--- src/rtl/phase_scan_controller_pkg.sv ---
// Shared types and constants for the phase shifter scan controller.
// Holds the FSM state encoding and the step normalisation helper.
package phase_scan_controller_pkg;

    localparam int PHASE_W   = 5;
    localparam int PHASE_MOD = 32;
    // One extra bit so offset + step never wraps before it is compared with the span.
    localparam int OFFSET_W  = $clog2(PHASE_MOD) + 1;

    typedef logic [PHASE_W-1:0] phase_t;

    typedef enum logic [2:0] {
        ST_IDLE   = 3'd0,
        ST_APPLY  = 3'd1,
        ST_SETTLE = 3'd2,
        ST_DWELL  = 3'd3,
        ST_EVAL   = 3'd4,
        ST_FINISH = 3'd5
    } scan_state_e;

    function automatic phase_t norm_step(input logic [2:0] step);
        return (step == 3'd0) ? phase_t'(1) : phase_t'(step);
    endfunction

endpackage

--- src/rtl/phase_scan_controller_if.sv ---
// Control/status bundle between software-facing registers, the hit source
// and the phase scan controller.
interface phase_scan_controller_if
    import phase_scan_controller_pkg::*;
#(
    parameter int DWELL_W  = 8,
    parameter int SETTLE_W = 4
);

    logic                modeScan;
    logic                startScan;
    phase_t              manualDelay;
    phase_t              manualWidth;
    phase_t              scanStart;
    phase_t              scanStop;
    logic [2:0]          scanStep;
    logic [SETTLE_W-1:0] settleCycles;
    logic [DWELL_W-1:0]  dwellCycles;
    logic                hitIn;

    phase_t              clockDelay;
    phase_t              pulseWidth;
    logic                busy;
    logic                done;
    phase_t              bestDelay;
    logic [DWELL_W-1:0]  bestCount;

    modport master (
        output modeScan, startScan, manualDelay, manualWidth, scanStart,
               scanStop, scanStep, settleCycles, dwellCycles, hitIn,
        input  clockDelay, pulseWidth, busy, done, bestDelay, bestCount
    );

    modport slave (
        input  modeScan, startScan, manualDelay, manualWidth, scanStart,
               scanStop, scanStep, settleCycles, dwellCycles, hitIn,
        output clockDelay, pulseWidth, busy, done, bestDelay, bestCount
    );

endinterface

--- src/rtl/phase_hit_counter.sv ---
// Saturating hit counter: synchronous clear has priority over enable,
// and the count sticks at all-ones instead of wrapping.
module phase_hit_counter #(
    parameter int WIDTH = 8
) (
    input  logic             clk40,
    input  logic             reset,
    input  logic             clr,
    input  logic             en,
    output logic [WIDTH-1:0] count
);

    logic [WIDTH-1:0] count_q, count_d;

    always_comb begin
        count_d = count_q;
        if (clr) begin
            count_d = '0;
        end else if (en && (count_q != {WIDTH{1'b1}})) begin
            count_d = count_q + WIDTH'(1);
        end
    end

    always_ff @(posedge clk40 or posedge reset) begin
        if (reset) begin
            count_q <= '0;
        end else begin
            count_q <= count_d;
        end
    end

    assign count = count_q;

endmodule

--- src/rtl/phase_scan_controller.sv ---
// Drives one phase shifter channel: forwards manual settings, or sweeps
// clockDelay over a window, counts hits per point and applies the best one.
module phase_scan_controller
    import phase_scan_controller_pkg::*;
#(
    parameter int DWELL_W  = 8,
    parameter int SETTLE_W = 4
) (
    input logic                    clk40,
    input logic                    reset,
    phase_scan_controller_if.slave bus
);

    scan_state_e         state_q, state_d;
    logic                start_prev_q, start_prev_d;
    logic                armed_q, armed_d;
    phase_t              cur_q, cur_d;
    logic [OFFSET_W-1:0] offset_q, offset_d;
    phase_t              span_q, span_d;
    logic [SETTLE_W-1:0] settle_cnt_q, settle_cnt_d;
    logic [DWELL_W-1:0]  dwell_cnt_q, dwell_cnt_d;
    phase_t              clock_delay_q, clock_delay_d;
    phase_t              pulse_width_q, pulse_width_d;
    logic                busy_q, busy_d;
    logic                done_q, done_d;
    phase_t              best_delay_q, best_delay_d;
    logic [DWELL_W-1:0]  best_count_q, best_count_d;

    logic                hit_clr;
    logic                hit_en;
    logic [DWELL_W-1:0]  hit_count;
    logic                start_rise;
    phase_t              step;
    logic [OFFSET_W-1:0] offset_next;
    logic [DWELL_W-1:0]  dwell_load;

    phase_hit_counter #(
        .WIDTH (DWELL_W)
    ) u_hit_counter (
        .clk40 (clk40),
        .reset (reset),
        .clr   (hit_clr),
        .en    (hit_en),
        .count (hit_count)
    );

    // armed_q blocks a startScan level that was already high across reset
    // from looking like a fresh rising edge.
    assign start_rise  = bus.startScan && !start_prev_q && armed_q;
    assign step        = norm_step(bus.scanStep);
    assign offset_next = offset_q + OFFSET_W'(step);
    assign dwell_load  = (bus.dwellCycles == '0) ? DWELL_W'(1) : bus.dwellCycles;

    always_comb begin
        // NOTE: every signal written here gets a default first, so no path
        // through the case can leave one unassigned and infer a latch.
        state_d       = state_q;
        start_prev_d  = bus.startScan;
        armed_d       = armed_q || !bus.startScan;
        cur_d         = cur_q;
        offset_d      = offset_q;
        span_d        = span_q;
        settle_cnt_d  = settle_cnt_q;
        dwell_cnt_d   = dwell_cnt_q;
        clock_delay_d = clock_delay_q;
        pulse_width_d = pulse_width_q;
        busy_d        = busy_q;
        done_d        = 1'b0;
        best_delay_d  = best_delay_q;
        best_count_d  = best_count_q;
        hit_clr       = 1'b0;
        hit_en        = 1'b0;

        unique case (state_q)
            ST_IDLE: begin
                if (!bus.modeScan) begin
                    clock_delay_d = bus.manualDelay;
                    pulse_width_d = bus.manualWidth;
                end else if (start_rise) begin
                    state_d      = ST_APPLY;
                    cur_d        = bus.scanStart;
                    offset_d     = '0;
                    span_d       = bus.scanStop - bus.scanStart;
                    best_count_d = '0;
                    best_delay_d = bus.scanStart;
                    busy_d       = 1'b1;
                end
            end

            ST_APPLY: begin
                clock_delay_d = cur_q;
                pulse_width_d = bus.manualWidth;
                settle_cnt_d  = bus.settleCycles;
                dwell_cnt_d   = dwell_load;
                hit_clr       = 1'b1;
                state_d       = (bus.settleCycles == '0) ? ST_DWELL : ST_SETTLE;
            end

            ST_SETTLE: begin
                if (settle_cnt_q <= SETTLE_W'(1)) begin
                    state_d = ST_DWELL;
                end else begin
                    settle_cnt_d = settle_cnt_q - SETTLE_W'(1);
                end
            end

            ST_DWELL: begin
                hit_en = bus.hitIn;
                if (dwell_cnt_q <= DWELL_W'(1)) begin
                    state_d = ST_EVAL;
                end else begin
                    dwell_cnt_d = dwell_cnt_q - DWELL_W'(1);
                end
            end

            ST_EVAL: begin
                // Strict compare: on a tie the earlier point stays best.
                if (hit_count > best_count_q) begin
                    best_count_d = hit_count;
                    best_delay_d = cur_q;
                end
                if (offset_next > OFFSET_W'(span_q)) begin
                    state_d       = ST_FINISH;
                    busy_d        = 1'b0;
                    done_d        = 1'b1;
                    clock_delay_d = best_delay_d;
                    pulse_width_d = bus.manualWidth;
                end else begin
                    state_d  = ST_APPLY;
                    offset_d = offset_next;
                    cur_d    = cur_q + step;
                end
            end

            ST_FINISH: begin
                state_d = ST_IDLE;
            end

            default: begin
                state_d = ST_IDLE;
                busy_d  = 1'b0;
            end
        endcase

        // Dropping modeScan abandons the scan from any active state.
        if ((state_q != ST_IDLE) && !bus.modeScan) begin
            state_d       = ST_IDLE;
            busy_d        = 1'b0;
            done_d        = 1'b0;
            clock_delay_d = bus.manualDelay;
            pulse_width_d = bus.manualWidth;
        end
    end

    always_ff @(posedge clk40 or posedge reset) begin
        // NOTE: non-blocking assignments only here, so every flop samples
        // the pre-edge value of every other flop regardless of order.
        if (reset) begin
            state_q       <= ST_IDLE;
            start_prev_q  <= 1'b0;
            armed_q       <= 1'b0;
            cur_q         <= '0;
            offset_q      <= '0;
            span_q        <= '0;
            settle_cnt_q  <= '0;
            dwell_cnt_q   <= '0;
            clock_delay_q <= '0;
            pulse_width_q <= '0;
            busy_q        <= 1'b0;
            done_q        <= 1'b0;
            best_delay_q  <= '0;
            best_count_q  <= '0;
        end else begin
            state_q       <= state_d;
            start_prev_q  <= start_prev_d;
            armed_q       <= armed_d;
            cur_q         <= cur_d;
            offset_q      <= offset_d;
            span_q        <= span_d;
            settle_cnt_q  <= settle_cnt_d;
            dwell_cnt_q   <= dwell_cnt_d;
            clock_delay_q <= clock_delay_d;
            pulse_width_q <= pulse_width_d;
            busy_q        <= busy_d;
            done_q        <= done_d;
            best_delay_q  <= best_delay_d;
            best_count_q  <= best_count_d;
        end
    end

    assign bus.clockDelay = clock_delay_q;
    assign bus.pulseWidth = pulse_width_q;
    assign bus.busy       = busy_q;
    assign bus.done       = done_q;
    assign bus.bestDelay  = best_delay_q;
    assign bus.bestCount  = best_count_q;

endmodule

--- src/flat_wrapper.sv ---
// flat-port wrapper written by rule: the top's interface ports become plain ports
module phase_scan_controller_flat import phase_scan_controller_pkg::*;
#(
    parameter int DWELL_W  = 8,
    parameter int SETTLE_W = 4
)
  (clk40, reset, bus_modeScan, bus_startScan, bus_manualDelay, bus_manualWidth, bus_scanStart, bus_scanStop, bus_scanStep, bus_settleCycles, bus_dwellCycles, bus_hitIn, bus_clockDelay, bus_pulseWidth, bus_busy, bus_done, bus_bestDelay, bus_bestCount);
  phase_scan_controller_if #(.DWELL_W(DWELL_W), .SETTLE_W(SETTLE_W)) bus_i ();
  input logic clk40;
  input logic reset;
  input wire logic [$bits(bus_i.modeScan)-1:0] bus_modeScan;
  input wire logic [$bits(bus_i.startScan)-1:0] bus_startScan;
  input wire logic [$bits(bus_i.manualDelay)-1:0] bus_manualDelay;
  input wire logic [$bits(bus_i.manualWidth)-1:0] bus_manualWidth;
  input wire logic [$bits(bus_i.scanStart)-1:0] bus_scanStart;
  input wire logic [$bits(bus_i.scanStop)-1:0] bus_scanStop;
  input wire logic [$bits(bus_i.scanStep)-1:0] bus_scanStep;
  input wire logic [$bits(bus_i.settleCycles)-1:0] bus_settleCycles;
  input wire logic [$bits(bus_i.dwellCycles)-1:0] bus_dwellCycles;
  input wire logic [$bits(bus_i.hitIn)-1:0] bus_hitIn;
  output wire logic [$bits(bus_i.clockDelay)-1:0] bus_clockDelay;
  output wire logic [$bits(bus_i.pulseWidth)-1:0] bus_pulseWidth;
  output wire logic [$bits(bus_i.busy)-1:0] bus_busy;
  output wire logic [$bits(bus_i.done)-1:0] bus_done;
  output wire logic [$bits(bus_i.bestDelay)-1:0] bus_bestDelay;
  output wire logic [$bits(bus_i.bestCount)-1:0] bus_bestCount;
  assign bus_i.modeScan = bus_modeScan;
  assign bus_i.startScan = bus_startScan;
  assign bus_i.manualDelay = bus_manualDelay;
  assign bus_i.manualWidth = bus_manualWidth;
  assign bus_i.scanStart = bus_scanStart;
  assign bus_i.scanStop = bus_scanStop;
  assign bus_i.scanStep = bus_scanStep;
  assign bus_i.settleCycles = bus_settleCycles;
  assign bus_i.dwellCycles = bus_dwellCycles;
  assign bus_i.hitIn = bus_hitIn;
  assign bus_clockDelay = bus_i.clockDelay;
  assign bus_pulseWidth = bus_i.pulseWidth;
  assign bus_busy = bus_i.busy;
  assign bus_done = bus_i.done;
  assign bus_bestDelay = bus_i.bestDelay;
  assign bus_bestCount = bus_i.bestCount;
  phase_scan_controller #(.DWELL_W(DWELL_W), .SETTLE_W(SETTLE_W)) u_core (.clk40(clk40), .reset(reset), .bus(bus_i));
endmodule
--- config.mk ---
export PLATFORM = sky130hd
export DESIGN_NAME = phase_scan_controller_flat
export DESIGN_NICKNAME = d
export VERILOG_FILES = /design/src/rtl/phase_scan_controller_pkg.sv /design/src/rtl/phase_scan_controller_if.sv /design/src/rtl/phase_hit_counter.sv /design/src/rtl/phase_scan_controller.sv /design/src/flat_wrapper.sv
export SDC_FILE = /design/constraint.sdc
export NUM_CORES = 1
export LEC_CHECK = 0
export ABC_AREA = 1
export CELL_PAD_IN_SITES_DETAIL_PLACEMENT = 1
export CELL_PAD_IN_SITES_GLOBAL_PLACEMENT = 1
export CORE_UTILIZATION = 40
export CTS_CLUSTER_SIZE = 10
export DETAILED_ROUTE_END_ITERATION = 10
export PLACE_DENSITY = 0.86
export RECOVER_POWER = 25
export SLEW_MARGIN = 40
export SYNTH_ARGS = -nofsm -noshare
export SYNTH_HDL_FRONTEND = slang
export SYNTH_SLANG_ARGS = --single-unit
--- constraint.sdc ---
create_clock -name clk40 -period 3.2 [get_ports clk40]
set_clock_uncertainty 0.05 [all_clocks]
set_input_delay 0.64 -clock clk40 [delete_from_list [all_inputs] [get_ports clk40]]
set_output_delay 0.64 -clock clk40 [all_outputs]
set_load 0.005 [all_outputs]
==> metrics.yaml <==
setup_viol: 0
areaGrowthSynthToFinish_pct: 28.3
leakage_nw: 2.57
nNetsFinal: 697
cts.htree.levels: 3
syn_inst: 542
outcome: "finished, final reports clean"
dpl_cell_area_sq_um: 5080
p_seq_frac: 0.336
ir_drop_mv: 0.314
synth_flop_cell: "dfrtp_1"
rsz0062_at_grt: "false"
synth_compound_area_frac: 0.143
tightestPinTransition_ns: 1.03
synthesis.nets: 611
post-route-drc-count: 0
grt_pass1_vias: 4445
path_delay_family: "simple AND/OR/NAND/NOR gates"
required_ns: 3.38
dieWidth_um: 105
layout-drive-gt1-share: 0.138
yosys-top-cells-area: "dfrtp_1 (39%), nand2_1 (11%), ha_1 (8.3%)"
synth_commonest_cells: "nand2_1 (121), inv_1 (77), dfrtp_1 (66)"
viasPerCell: 5.33
power_mw: 3.97
worst_setup_path_end_kind: "flip-flop"
antenna_found_initial: 0
p_int_mw: 2.23
maxCapViolCount: 0
synthSimpleGateAreaFrac: 0.258
ys_types: 45
cp-start-kind: "input port"
netlist.top_cell.by_area: "dfrtp_1"
n_antenna_cell: 0
worstPathCellList: "dlygate4sd2_1, buf_4, ha_1, nand2_1, nand3b_1, nand2_2, xor2_1, inv_2, ha_4, nand2_2, inv_2, nand2_1, nand2_1, nand2_1, nand2_2, nand2_4, nand2_4, nand2_8, buf_6, nand3_4, nand2_2"
synthArstFlopShare: 1.00
synth_top_area_frac: 0.390
cpPeakStageDelay_ns: 0.32
dp_hpwl_mm: 9.37
synth_top_family_by_area: "simple AND/OR/NAND/NOR gates"
core_area_sq_um: 10300
seqCellArea_sq_um: 1650
cts-hold-fix-buffers: 0
gp_congestion: 0.798
synth_warnings: 0
crit_buf_inv: 5
fin_crit_ns: 3.02
synth_most_common_cell: "nand2_1"
synthesis.area_sq_um: 4230
dr_total_vias: 4090
clock_latency_ns: 0.35
fin_area_sq_um: 5430
path_class: "input port to flip-flop"
routedWlPerCell_um: 17.0
synth-seq-cells: 66
ioPinCount: 65
die_y_um: 105
maxSlewHeadroom: 0.311
synth-xor-area-share: 0.0290
max_freq_mhz: 332
cts_sinks: 66
clk_pin_slew_ns: 0.07
synth.area.mux_share: 0
cellPowerDensity_nw_per_um2: 732
ys_seq_area_frac: 0.390
multi_input_area_sq_um: 2320
fill_cells: 1278
clkPwrFrac: 0.177
finalCritPeriodShare: 0.942
p_sw_mw: 1.74
slowest_stage: "ha_1"
cts_root_buf: "clkbuf_8"
grt_max_degree: 29
tritoncts: "done"
hp-class: "flip-flop to flip-flop"
grt_pass1_wl_mm: 21.0
hold_viol: 0
rows: 37
first_pass_iters: 4
drt_wl_total_mm: 13.0
crit_arrival_ns: 3.20
worstPathMaxFanout: 6
io_buffer_count: 64
cts_buffer_depth: 2
synth_edf_count: 0
cts_made_buffers: 9
report.final.slew_viol_count: 0
syn_area_per_cell_sq_um: 7.80
synthAdderAreaFrac: 0.0875
ant_nets: 0
die_area_sq_um: 11000
grt_usage: 0.240
p_sw_frac: 0.439
start_util: 0.412
drt_iter0_markers: 165
overflow: 0
p_comb_frac: 0.488
==> registers in the layout, summed over array words and instances (netlist names) <==
| signal | count |
|---|---|
| u_core.bus.bestCount | 8 |
| u_core.dwell_cnt_q | 8 |
| u_core.u_hit_counter.count | 8 |
| u_core.offset_q | 6 |
| u_core.bus.bestDelay | 5 |
| u_core.bus.clockDelay | 5 |
| u_core.bus.pulseWidth | 5 |
| u_core.cur_q | 5 |
| u_core.span_q | 5 |
| u_core.settle_cnt_q | 4 |
| u_core.state_q | 3 |
| u_core.armed_q | 1 |
| u_core.bus.busy | 1 |
| u_core.bus.done | 1 |
| u_core.start_prev_q | 1 |
==> cell usage in the layout (no fill, tap or decap), types with 7 or more instances in the layout <==
master,count
a21oi_2,9
xor2_1,9
dfrtp_1,66
buf_4,14
o22ai_1,9
ha_1,26
nand2_2,10
inv_2,12
clkbuf_8,10
a21oi_1,23
nand3_1,28
inv_1,74
nor2_1,39
o211ai_1,7
nand4_1,16
clkdlybuf4s50_1,59
o21ai_0,37
nand2_1,116
==> path summary, 6_finish.rpt <==
path / from / to / slack (ns) / cells after the start
hold / removal: u_core.armed_q$_DFF_PP0_ / u_core.armed_q$_DFF_PP0_ / 0.44 / 2
hold reg to reg: u_core.armed_q$_DFF_PP0_ / u_core.armed_q$_DFF_PP0_ / 0.44 / 2
setup reg to reg: u_core.offset_q[1]$_DFFE_PP0P_ / u_core.cur_q[3]$_DFFE_PP0P_ / 0.46 / 20
min in group asynchronous: reset / u_core.bus.clockDelay[1]$_DFFE_PP0P_ / 0.93 / 2
max in group asynchronous: reset / u_core.bus.bestDelay[2]$_DFFE_PP0P_ / 0.87 / 3
setup / recovery: bus_scanStep[2] / u_core.cur_q[3]$_DFFE_PP0P_ / 0.18 / 21
==> power by group through the flow <==
stage	Clock [mW]	Sequential, mW	Combinational, mW
CTS	0.701	1.32	1.84
floorplan	0	1.28	1.17
global route	0.741	1.37	2.16
global placement	0	1.32	1.66
finish	0.702	1.33	1.94
detailed placement	0	1.33	1.78
==> final cells by class <==
type,count,area share
clock buffer,12,0.0267
clock inverter,3,0.00738
inverter,87,0.0602
multi-input combinational,383,0.427
sequential,66,0.304
tap,136,0.0314
timing repair buffer,81,0.143
==> tightest hold or removal path, delay by kind of cell, from the launching register on <==
family,cells,cell delay (ns)
and+or+nand+nor,1,0.05
DFF,1,0.36
buffers and inverters,1,0.05
==> cell families after synthesis <==
group	after synthesis
AOI/OAI and AO/OA	101
xor gates and xnor gates	14
adders and majority gates	29
buffers and inverters	95
DFF	66
and+or+nand+nor	237
==> repair_timing <==
item | in CTS | in global routing
pin swaps | 3 | 10
cloned | 0 | 2
setup endpoints to repair | 23 | 24
buffers inserted | 2 | 2
resized for setup | 10 | 19
==> metal layers <==
metal,share of wire,track usage,vias to the layer above
li1,-,-,1958
met1,0.42,0.281,2013
met2,0.52,0.428,82
met3,0.029,0.0393,37
met4,0.033,0.106,0
met5,0,0,-
==> metrics by stage <==
stage | TNS, ns | utilization | hold WS (ns) | worst slack, ns | instances
after global placement | -6.07 | 0.495 | 0.391 | -0.305 | 747
after detailed placement | -10.45 | 0.495 | 0.427 | -0.523 | 747
after global routing | 0 | 0.528 | 0.456 | 0.0268 | 768
after CTS | 0 | 0.518 | 0.444 | 0.00884 | 764
after floorplan | 0 | - | 0.377 | 0.215 | 542
final | 0 | 0.528 | 0.442 | 0.185 | 768
Power figures use the tool's default switching activity.
